<file path="src/rtl/rll_key_pkg.sv">
// Shared constants and helpers for the key loader: FSM encodings,
// derived-width helpers and the per-beat parity check.
package rll_key_pkg;

  localparam logic [1:0] ST_IDLE   = 2'd0;
  localparam logic [1:0] ST_LOAD   = 2'd1;
  localparam logic [1:0] ST_COMMIT = 2'd2;
  localparam logic [1:0] ST_ERROR  = 2'd3;

  // Widest beat the parity helper handles (zero-extension keeps parity intact)
  localparam int MAX_CHUNK = 64;

  function automatic int beats_f(input int key_width, input int chunk);
    return key_width / chunk;
  endfunction

  function automatic int bsel_w_f(input int num_banks);
    return (num_banks <= 2) ? 1 : $clog2(num_banks);
  endfunction

  function automatic int cnt_w_f(input int beats);
    return (beats <= 2) ? 1 : $clog2(beats);
  endfunction

  // Even parity: the sideband bit must equal the XOR of the data bits
  function automatic logic parity_ok(input logic [MAX_CHUNK-1:0] data, input logic par);
    return (^data) == par;
  endfunction

endpackage

</file>
<file path="src/rtl/rll_key_bank.sv">
// Key storage: NUM_BANKS x KEY_WIDTH registers, one write port,
// registered read of the selected (active) bank.
module rll_key_bank
  import rll_key_pkg::*;
#(
  parameter int                   KEY_WIDTH   = 32,
  parameter int                   NUM_BANKS   = 2,
  parameter int                   BSEL_W      = 1,
  parameter logic [KEY_WIDTH-1:0] DEFAULT_KEY = '0
) (
  input  logic                 clk,
  input  logic                 rst,
  input  logic                 wr_en,
  input  logic [BSEL_W-1:0]    wr_idx,
  input  logic [KEY_WIDTH-1:0] wr_data,
  input  logic [BSEL_W-1:0]    rd_idx,
  output logic [KEY_WIDTH-1:0] rd_data
);

  logic [NUM_BANKS-1:0][KEY_WIDTH-1:0] mem;

  // Bank write: only the addressed bank takes the committed key
  always_ff @(posedge clk or posedge rst) begin
    if (rst) begin
      for (int b = 0; b < NUM_BANKS; b++) mem[b] <= DEFAULT_KEY;
    end else if (wr_en) begin
      for (int b = 0; b < NUM_BANKS; b++)
        if (wr_idx == BSEL_W'(b)) mem[b] <= wr_data;
    end
  end

  // Registered read keeps key_out glitch-free toward the locked core
  always_ff @(posedge clk or posedge rst) begin
    if (rst) rd_data <= DEFAULT_KEY;
    else     rd_data <= mem[rd_idx];
  end

endmodule

</file>
<file path="src/rtl/rll_key_loader.sv">
// Serial key loader: collects CHUNK-bit parity-checked beats into a shadow
// register and commits a full key atomically into one of NUM_BANKS banks.
// The active bank drives key_out; banks can be switched without reloading.
module rll_key_loader
  import rll_key_pkg::*;
#(
  parameter int                   KEY_WIDTH   = 32,
  parameter int                   CHUNK       = 8,
  parameter int                   NUM_BANKS   = 2,
  parameter logic [KEY_WIDTH-1:0] DEFAULT_KEY = '0,
  parameter int                   BSEL_W      = bsel_w_f(NUM_BANKS)
) (
  input  logic                 clk,
  input  logic                 rst,
  input  logic                 load_start,
  input  logic                 bank_switch,
  input  logic [BSEL_W-1:0]    bank_sel,
  input  logic                 chunk_valid,
  output logic                 chunk_ready,
  input  logic [CHUNK-1:0]     chunk_data,
  input  logic                 chunk_par,
  output logic [KEY_WIDTH-1:0] key_out,
  output logic                 key_valid,
  output logic [BSEL_W-1:0]    active_bank,
  output logic                 busy,
  output logic                 err
);

  localparam int BEATS = beats_f(KEY_WIDTH, CHUNK);
  localparam int CNT_W = cnt_w_f(BEATS);

  logic [1:0]           state;
  logic [BSEL_W-1:0]    tgt;
  logic [CNT_W-1:0]     beat_cnt;
  logic [KEY_WIDTH-1:0] shadow;
  logic [NUM_BANKS-1:0] loaded;
  logic                 sel_ok;
  logic                 beat_acc;
  logic                 beat_good;

  assign sel_ok      = int'(bank_sel) < NUM_BANKS;
  assign chunk_ready = (state == ST_LOAD);
  assign busy        = (state == ST_LOAD) || (state == ST_COMMIT);
  assign err         = (state == ST_ERROR);
  assign beat_acc    = chunk_valid && chunk_ready;
  assign beat_good   = parity_ok(MAX_CHUNK'(chunk_data), chunk_par);

  // Control FSM: command decode in IDLE/ERROR, beat collection, one-cycle commit
  always_ff @(posedge clk or posedge rst) begin
    if (rst) begin
      state       <= ST_IDLE;
      tgt         <= '0;
      beat_cnt    <= '0;
      shadow      <= '0;
      loaded      <= '0;
      active_bank <= '0;
      key_valid   <= 1'b0;
    end else begin
      case (state)
        ST_IDLE, ST_ERROR: begin
          // load_start takes priority over a simultaneous bank_switch
          if (load_start) begin
            if (sel_ok) begin
              tgt      <= bank_sel;
              beat_cnt <= '0;
              state    <= ST_LOAD;
            end else begin
              state <= ST_ERROR;
            end
          end else if (bank_switch) begin
            if (sel_ok && loaded[bank_sel]) active_bank <= bank_sel;
            else                            state       <= ST_ERROR;
          end
        end
        ST_LOAD: begin
          if (beat_acc) begin
            if (!beat_good) begin
              // Drop the partial key; banks and key_out are never touched
              shadow <= '0;
              state  <= ST_ERROR;
            end else begin
              shadow   <= {shadow[KEY_WIDTH-CHUNK-1:0], chunk_data};
              beat_cnt <= beat_cnt + 1'b1;
              if (beat_cnt == CNT_W'(BEATS - 1)) state <= ST_COMMIT;
            end
          end
        end
        ST_COMMIT: begin
          loaded[tgt] <= 1'b1;
          active_bank <= tgt;
          key_valid   <= 1'b1;
          state       <= ST_IDLE;
        end
        default: state <= ST_IDLE;
      endcase
    end
  end

  rll_key_bank #(
    .KEY_WIDTH  (KEY_WIDTH),
    .NUM_BANKS  (NUM_BANKS),
    .BSEL_W     (BSEL_W),
    .DEFAULT_KEY(DEFAULT_KEY)
  ) u_bank (
    .clk    (clk),
    .rst    (rst),
    .wr_en  (state == ST_COMMIT),
    .wr_idx (tgt),
    .wr_data(shadow),
    .rd_idx (active_bank),
    .rd_data(key_out)
  );

endmodule
</file>
<file path="config.mk">
export PLATFORM = sky130hd
export DESIGN_NAME = rll_key_loader
export DESIGN_NICKNAME = d
export VERILOG_FILES = /design/src/rtl/rll_key_pkg.sv /design/src/rtl/rll_key_bank.sv /design/src/rtl/rll_key_loader.sv
export SDC_FILE = /design/constraint.sdc
export NUM_CORES = 1
export LEC_CHECK = 0
export BUFFER_PORTS_ARGS = -buffer_cell sky130_fd_sc_hd__buf_4
export CAP_MARGIN = 25
export CORE_MARGIN = 8
export CORE_UTILIZATION = 50
export DETAILED_ROUTE_END_ITERATION = 6
export GPL_ROUTABILITY_DRIVEN = 0
export PLACE_DENSITY = 0.72
export SYNTH_ARGS = -nofsm -noshare
export SYNTH_HDL_FRONTEND = slang
export SYNTH_HIERARCHICAL = 1
export SYNTH_SLANG_ARGS = --single-unit
</file>
<file path="constraint.sdc">
create_clock -name clk -period 3.2 [get_ports clk]
set_input_delay 0.48 -clock clk [delete_from_list [all_inputs] [get_ports clk]]
set_output_delay 0.48 -clock clk [all_outputs]
set_load 0.02 [all_outputs]
</file>
Yosys cells after proc, flatten, opt, wreduce, memory -nomap -nowiden --
Cells that the tools add are included. Widths: inputs -> output; s select.
Word-level totals: register bits after elaboration 137, input bits 15
Operators by class: add/sub/neg operators 1, order comparisons 4, eq/ne operators 14, muxes and demuxes 22, bitwise logic cells 2, reductions and logical operators 15
Operators with widths (number):
- $mux 32 | 3
- $reduce_xor 64->1 | 1
- $mux 2 | 9
- $reduce_and 4->1 | 3
- $ne 2x2->1 const B | 4
- $reduce_and 2->1 | 4
- $eq 2x2->1 const B | 3
- $lt 1x2->1 const B | 3
- $mux 1 | 6
- $ne 3x3->1 const B | 2
- $pmux 2 s3 | 1
- $ne 2x1->1 const B | 2
- $pmux 2 s2 | 1
- $reduce_bool 2->1 | 2
- $ne 3x2->1 const B | 1
- $add 2x1->2 const B | 1
- $eq 2x1->1 const B | 1
- $logic_and 1x1->1 | 2
- $logic_not 2->1 | 1
- $or 2x2->2 | 1
- $pmux 1 s2 | 1
- $reduce_or 2->1 | 1
- $demux 1 s1 | 1
- $eq 1x1->1 | 1
- 3 further kinds | 3

Logic depth before layout (Yosys ltp) --
Gate-level depths: netlist (run 1).
depth after elaboration 6, mapped depth 7, depth with buffers taken out 7

Cells and area by module --
Netlist (run 1), hierarchy kept.
Modules (own cells, without submodules):
- rll_key_bank | instances 1, cells each 206, area an instance 3639.7 um^2
- rll_key_loader | instances 1, cells each 131, area an instance 1707.9 um^2

Worst setup path before layout (run 1) --
Ideal clock, no wire load.
path kind input port to flip-flop, from input chunk_par, to register shadow[0], setup time 0.121 ns, arrival 1.822 ns, data required time 3.079 ns, slack 1.257 ns, stages 6, path buffers 1, cells stage by stage xor2_1 > xnor3_1 > xor2_1 > nor2_2 > buf_2 > a22o_1
Between the ends: word-level cells in the longest chain between the ends 2
Ends and longest elaborated chain:
- from (decl) | line rll_key_loader.sv:21 | input logic chunk_par,
- $eq 1x1->1 | line rll_key_pkg.sv:27 | return (^data) == par;
- $mux 32 | line rll_key_loader.sv:77 | if (!beat_good) begin
- to (signal assigned) | line rll_key_loader.sv:82 | shadow <= {shadow[KEY_WIDTH-CHUNK-1:0], chunk_data};
- to (decl) | line rll_key_loader.sv:35 | logic [KEY_WIDTH-1:0] shadow;
No other way between the ends. A chain may end at the register's enable or synchronous reset.

Worst setup path in the final report (run 1) --
from register state[1], to output chunk_ready
Between the ends: word-level cells in the longest chain between the ends 1
Ends and longest elaborated chain:
- from (decl) | line rll_key_loader.sv:32 | logic [1:0] state;
- from (signal assigned) | line rll_key_loader.sv:51 | state <= ST_IDLE;
- from (signal assigned) | line rll_key_loader.sv:66 | state <= ST_LOAD;
- from (signal assigned) | line rll_key_loader.sv:68 | state <= ST_ERROR;
- $eq 2x1->1 | line rll_key_loader.sv:42 | assign chunk_ready = (state == ST_LOAD);
- to (decl) | line rll_key_loader.sv:19 | output logic chunk_ready,
No other way between the ends.

==> results of run 1 <==
sequential cells by signal (all words and copies together) (netlist names):
signal          flops
beat_cnt            2
u_bank/rd_data     32
loaded              2
key_valid           1
active_bank         1
state               2
tgt                 1
shadow             32
u_bank/mem         64
worst max-delay path by stage:
| stage | start | end | slack (ns) |
|---|---|---|---|
| 2_1_floorplan | rst | u_bank/mem[0]$_DFFE_PP0P_ | 0.21 |
| 3_3_place_gp | chunk_data[6] | shadow[16]$_DFFE_PP0P_ | 1.02 |
| 5_1_grt | state[0]$_DFFE_PP0P_ | beat_cnt[0]$_DFFE_PP0P_ | 1.02 |
| 4_1_cts | state[1]$_DFFE_PP0P_ | chunk_ready | 1.08 |
| 6_report | state[1]$_DFFE_PP0P_ | chunk_ready | 1.10 |
| 3_5_place_dp | chunk_data[0] | shadow[16]$_DFFE_PP0P_ | 0.94 |
where the power goes:
group / leakage (nW) / switching [W] / total, W / internal (W)
Sequential: 1.84 / 0.000421 / 0.00283 / 0.00241
Clock: 0.295 / 0.000664 / 0.00190 / 0.00124
Combinational: 1.14 / 0.000940 / 0.00200 / 0.00106
Total: 3.27 / 0.00203 / 0.00673 / 0.00471
synth_stat cells:
library cell	number	share of area [%]
inv_1	5	0.35
a21o_1	1	0.14
xnor2_1	3	0.49
or4b_1	2	0.37
a32o_1	1	0.19
ha_1	4	0.94
dfrtp_1	137	64
nand4b_1	1	0.16
a22o_1	32	5.2
a31oi_1	1	0.12
clkbuf_1	5	0.35
mux2_2	85	18
nand2_1	6	0.42
nand3_1	3	0.28
mux2_1	2	0.42
or2_2	1	0.12
buf_6	7	1.5
nand2b_1	3	0.35
o21ai_0	2	0.19
nor2_1	3	0.21
mux2i_1	4	0.75
xnor3_1	1	0.42
nor2b_1	3	0.35
buf_2	3	0.28
xor2_1	3	0.49
nor2_2	1	0.12
or3_1	1	0.12
nand3b_1	1	0.14
buf_4	3	0.42
a21oi_1	3	0.28
mux2_4	10	2.8
kinds of logic after synthesis:
family	count (synthesis)	synth area share, %
buf+inv	23	2.878
fa+ha+maj	4	0.9359
flops	137	64.11
simple gates	25	2.644
xor+xnor	7	1.404
compound gates	40	6.154
mux	101	21.88
critical path, delay by kind of cell, from the launching register on:
family	cells	cell delay (ns)
DFF	1	0.40
adders and majority gates	1	0.40
buffers and inverters	2	0.31
cell type report:
class | count | share of cell area (%)
Sequential cell | 137 | 53.28
Multi-Input combinational cell | 177 | 27.55
Clock buffer | 23 | 7.253
Timing Repair Buffer | 59 | 7.078
Tap cell | 136 | 2.644
Clock inverter | 9 | 1.867
Inverter | 5 | 0.3305
per-stage QoR:
stage,util [%],hold slack [ns],total power (W),std cells
finish,62.05,0.02934,0.006734,546
floorplan,-,0.4340,0.004233,337
global route,62.05,0.07345,0.007128,546
detailed placement,56.39,0.4592,0.004879,514
CTS,62.05,0.02745,0.006830,546
global placement,56.39,0.4511,0.004799,514
metal layers:
| metal | track usage [%] | up-vias | share of wire, % |
|---|---|---|---|
| met3 | 4.157 | 13 | 3.6 |
| met4 | 6.557 | 0 | 1.8 |
| met1 | 18.31 | 1472 | 45 |
| li1 | - | 1328 | - |
| met5 | 0 | - | 0 |
| met2 | 23.60 | 50 | 50 |
==> impl_metrics.env, run 1 <==
export IMPL_outcome="finished, final reports clean"
export IMPL_placedInstanceArea_um2=5848
export IMPL_initial_utilization_pct=51.57
export IMPL_ant_nets=0
export IMPL_grt_ovfl_total=0
export IMPL_critical_path_class="reg2out"
export IMPL_route_vias_total=2863
export IMPL_h_tree_depth=4
export IMPL_reg2reg_depth=6
export IMPL_multi_input_area_um2=1773
export IMPL_dp_hpwl_mm=6.061
export IMPL_antenna_found_initial=0
export IMPL_drt_first_pass_iters=4
export IMPL_cts_made_buffers=17
export IMPL_via_per_inst=5.244
export IMPL_max_slew_margin_pct=60.59
export IMPL_clk_pin_slew_worst_paths_ns=0.06
export IMPL_cellPowerDensity_nw_per_um2=1046
export IMPL_die_h_um=119.4
export IMPL_routed_wl_mm=9.628
export IMPL_worstPathRequired_ns=2.72
export IMPL_seqCellArea_um2=3428
export IMPL_dp_worst_setup_slack_ns=0.9437
export IMPL_clkSinkCount=137
export IMPL_period_needed_ns=2.105
export IMPL_report_final_slew_viol_count=0
export IMPL_hold_viol_final=0
export IMPL_reg2reg_slack_ns=1.16
export IMPL_area_growth_pct=20.33
export IMPL_cts_resized=0
export IMPL_seq_area_frac_synth_pct=64.11
export IMPL_worst_slew_pin_slew_ns=0.5897
export IMPL_fp_coreArea_um2=10370
export IMPL_fin_skew_ns=0.008145
export IMPL_setup_violations_final=0
export IMPL_drc=0
export IMPL_r2r_end="beat_cnt[0]$_DFFE_PP0P_"
export IMPL_cpPeakStageDelay_ns=0.40
export IMPL_crit_slowest_cell="dfrtp_1"
export IMPL_rsz0062_at_grt="no"
export IMPL_final_common_cell="dfrtp_1"
export IMPL_std_cell_rows=37
export IMPL_finalCritPeriodShare_pct=65.78
export IMPL_cp_arrival_ns=1.63
export IMPL_grt_pass1_wl_mm=16.54
export IMPL_drv_cap=0
export IMPL_initialDrtViolationCount=174
export IMPL_dieArea_um2=14260
export IMPL_worstSetupEndpointType="output port"
export IMPL_fmax_ghz=0.4751
export IMPL_final_area_um2=6435
export IMPL_die_x_um=119.4
export IMPL_clk_latency_ns=0.51
export IMPL_clk_path_buf_depth=2
export IMPL_finalWorstSetupSlack_ns=1.095
export IMPL_startpoint_type="register"
export IMPL_grt_pass1_vias=3155
export IMPL_nFillCells=788
export IMPL_cts_setup_buffers=0
export IMPL_drive_gt1_share_pct=45.61
export IMPL_ys_warn_count=6
export IMPL_syn_cell_area_um2=5348
export IMPL_track_usage_pct=14.73
export IMPL_tns_ns=0
export IMPL_syn_area_per_cell_um2=15.87
export IMPL_layout_common_cells="137 x dfrtp_1, 85 x mux2_2, 58 x buf_4, 32 x a22o_1, 16 x clkbuf_16"
export IMPL_nets=416
export IMPL_synth_seq_cells=137
export IMPL_crit_chain="inv_1, ha_1, buf_4"
export IMPL_synth_cell_types=31
export IMPL_regToRegStartpoint="state[1]$_DFFE_PP0P_"
export IMPL_ir_drop_mv=0.5318
export IMPL_cts_tree="built"
export IMPL_p_leak_nw=3.271
export IMPL_crit_fanout=13
export IMPL_n_antenna_cell=0
export IMPL_cts_root_buffer="clkbuf_8"
export IMPL_io_pins=52
export IMPL_grt_max_degree=55
export IMPL_hold_path_class="in2async"
export IMPL_ctsHoldBuffers=0
export IMPL_syn_num_nets=356
export IMPL_syn_inst=337
export IMPL_io_buffers=51
export IMPL_wl_per_cell_um=17.63
(Power assumes the default switching activity.)
==> run 2: changes to the inputs <==
Settings changed: PLACE_DENSITY 0.72 to 0.75.
Clock period 3.2 ns to 1.75 ns, I/O delays scaled along.
==> run 2 against run 1 <==
First-iteration DRC count rose by 7.5%. Cell count increased by 3.8%. Clock skew up 0.0046 ns. Sequential power increased by 84%. Critical path depth is 3 higher. The flow now finishes with violations (negative setup slack). Die area stayed put.
==> impl_metrics.env, run 2 (same netlist as run 1, synthesis figures left out) <==
export IMPL_p_int_w=0.009053
export IMPL_drc=0
export IMPL_crit_chain="ha_4, nor2b_4, or3_4, buf_4, a21o_1, a32o_1"
export IMPL_setup_violations_final=3
export IMPL_die_h_um=119.4
export IMPL_outcome="finished with violations"
export IMPL_n_antenna_cell=0
export IMPL_grt_ovfl_total=0
export IMPL_worst_slew_pin_slew_ns=0.4952
export IMPL_route_vias_total=3004
export IMPL_placed_cells=527
export IMPL_grt_pass1_wl_mm=16.73
export IMPL_violations="negative setup slack"
export IMPL_fin_skew_ns=0.01279
export IMPL_p_leak_nw=3.419
export IMPL_worstPathRequired_ns=2.15
export IMPL_antenna_found_initial=0
export IMPL_h_tree_depth=4
export IMPL_dieArea_um2=14260
export IMPL_largest_register="u_bank/mem"
export IMPL_routed_wl_mm=9.958
export IMPL_hold_viol_final=0
export IMPL_fp_coreArea_um2=10370
export IMPL_cp_arrival_ns=2.23
export IMPL_power_switching_w=0.003922
export IMPL_top_regs="u_bank/mem: 64 flops, shadow: 32 flops, u_bank/rd_data: 32 flops"
export IMPL_clkPwrFrac_pct=26.7
export IMPL_std_cell_rows=37
export IMPL_area_growth_pct=26.72
export IMPL_largest_reg_flops=64
export IMPL_layout_common_cells="136 x dfrtp_1, 85 x mux2_2, 62 x buf_4, 32 x a22o_1, 16 x clkbuf_16"
export IMPL_fmax_ghz=0.5458
export IMPL_track_usage_pct=14.90
export IMPL_finalCritPeriodShare_pct=104.7
export IMPL_reg2reg_slack_ns=-0.08
export IMPL_hold_path_class="in2reg"
export IMPL_drt_first_pass_iters=4
export IMPL_cellPowerDensity_nw_per_um2=1915
export IMPL_startpoint_type="register"
export IMPL_cts_tree="built"
export IMPL_wl_per_cell_um=17.56
export IMPL_seqCellArea_um2=3430
export IMPL_clk_pin_slew_worst_paths_ns=0.06
export IMPL_nFillCells=736
export IMPL_io_buffers=51
export IMPL_cts_root_buffer="clkbuf_8"
export IMPL_cts_made_buffers=17
export IMPL_ir_drop_mv=1.295
export IMPL_period_needed_ns=1.832
export IMPL_drive_gt1_share_pct=50.35
export IMPL_rsz0062_at_grt="yes"
export IMPL_ant_nets=0
export IMPL_nets=437
export IMPL_crit_fanout=4
export IMPL_fin_total_pwr_w=0.01298
export IMPL_final_common_cell="dfrtp_1"
export IMPL_initialDrtViolationCount=187
export IMPL_dp_hpwl_mm=6.153
export IMPL_finalNonFillerCells=567
export IMPL_clkSinkCount=137
export IMPL_via_per_inst=5.298
export IMPL_finalWorstSetupSlack_ns=-0.08204
export IMPL_grt_pass1_vias=3280
export IMPL_die_x_um=119.4
export IMPL_pwr_share_seq_pct=40.2
export IMPL_io_pins=52
export IMPL_crit_slowest_cell="dfrtp_2"
export IMPL_worstSetupEndpointType="register"
export IMPL_drv_cap=0
export IMPL_initial_utilization_pct=51.57
export IMPL_p_sw_share_pct=30.23
export IMPL_clk_latency_ns=0.52
export IMPL_report_final_slew_viol_count=0
export IMPL_max_slew_margin_pct=66.99
export IMPL_critical_path_class="reg2reg"
export IMPL_grt_max_degree=97
export IMPL_pwr_share_comb_pct=33.0
export IMPL_cpPeakStageDelay_ns=0.44
export IMPL_multi_input_area_um2=1848
export IMPL_clk_path_buf_depth=2
[run 2: cell types whose count changed in the layout (fill, tap and decap cells not counted), moves of 3 or more]
cell | previous run | this run
buf_4 | 58 | 62
ha_1 | 4 | 1
inv_1 | 4 | 1
inv_2 | 0 | 3
buf_6 | 0 | 5
clkbuf_8 | 4 | 7
buf_12 | 1 | 6
dlygate4sd3_1 | 0 | 6
[run 2: worst max-delay path: cells and delay by family, from the launching register on]
kind                     cells  cell delay (ns)
AO/OA/AOI/OAI                2             0.36
adder cells (fa/ha/maj)      1             0.27
buffers and inverters        1             0.15
flip-flops                   1             0.44
AND/OR/NAND/NOR              2             0.50
[run 2: layout make-up]
| class | instances | share of cell area, % |
|---|---|---|
| Sequential cell | 137 | 50.61 |
| Multi-Input combinational cell | 177 | 27.27 |
| Timing Repair Buffer | 80 | 10.54 |
| Clock buffer | 25 | 7.441 |
| Tap cell | 136 | 2.511 |
| Clock inverter | 7 | 1.292 |
| Inverter | 5 | 0.3323 |
[run 2: power groups by stage]
| stage | Sequential [W] | Clock (W) | Combinational (W) |
|---|---|---|---|
| 2_1_floorplan | 0.00534 | 0 | 0.00252 |
| 3_3_place_gp | 0.00516 | 0 | 0.00402 |
| 5_1_grt | 0.00538 | 0.00368 | 0.00461 |
| 3_5_place_dp | 0.00526 | 0 | 0.00412 |
| 4_1_cts | 0.00521 | 0.00353 | 0.00426 |
| 6_report | 0.00522 | 0.00347 | 0.00429 |
[run 2: routing by layer]
metal	vias to the layer above	global-route usage (%)	share of wire, %
li1	1381	-	-
met1	1555	18.09	44
met2	54	24.13	50
met3	14	5.432	4.1
met4	0	5.152	1.3
met5	-	0	0
[run 2: through the flow]
step | util (%) | setup TNS (ns) | instance area [um^2] | setup WS (ns) | hold WS (ns)
6_report | 65.35 | -0.1785 | 6777 | -0.08204 | 0.06751
2_1_floorplan | - | -0.05148 | 5390 | -0.05148 | 0.3951
3_3_place_gp | 58.31 | -2.242 | 6047 | -0.1313 | 0.3433
5_1_grt | 65.35 | -0.4153 | 6777 | -0.1282 | 0.06895
3_5_place_dp | 58.31 | -3.920 | 6047 | -0.1604 | 0.3511
4_1_cts | 64.91 | -0.1903 | 6731 | -0.06395 | 0.04601
[run 2: worst paths after layout]
| path | from | to | depth (start not counted) |
|---|---|---|---|
| max | state[1]$_DFFE_PP0P_ | beat_cnt[1]$_DFFE_PP0P_ | 6 |
| min | chunk_data[3] | shadow[3]$_DFFE_PP0P_ | 3 |
| max reg2reg | state[1]$_DFFE_PP0P_ | beat_cnt[1]$_DFFE_PP0P_ | 6 |
| min reg2reg | key_valid$_DFFE_PP0P_ | key_valid$_DFFE_PP0P_ | 1 |
| max in group asynchronous | rst | u_bank/rd_data[30]$_DFF_PP0_ | 4 |
| min in group asynchronous | rst | loaded[1]$_DFFE_PP0P_ | 4 |
[run 2: repair_timing]
action / in CTS / in global routing
resized for setup: 3 / 14
setup endpoints to repair: 5 / 39
hold endpoints to repair: 143 / 0
buffers inserted: 2 / 0
hold buffers: 7 / 0
pin swaps: 1 / 3
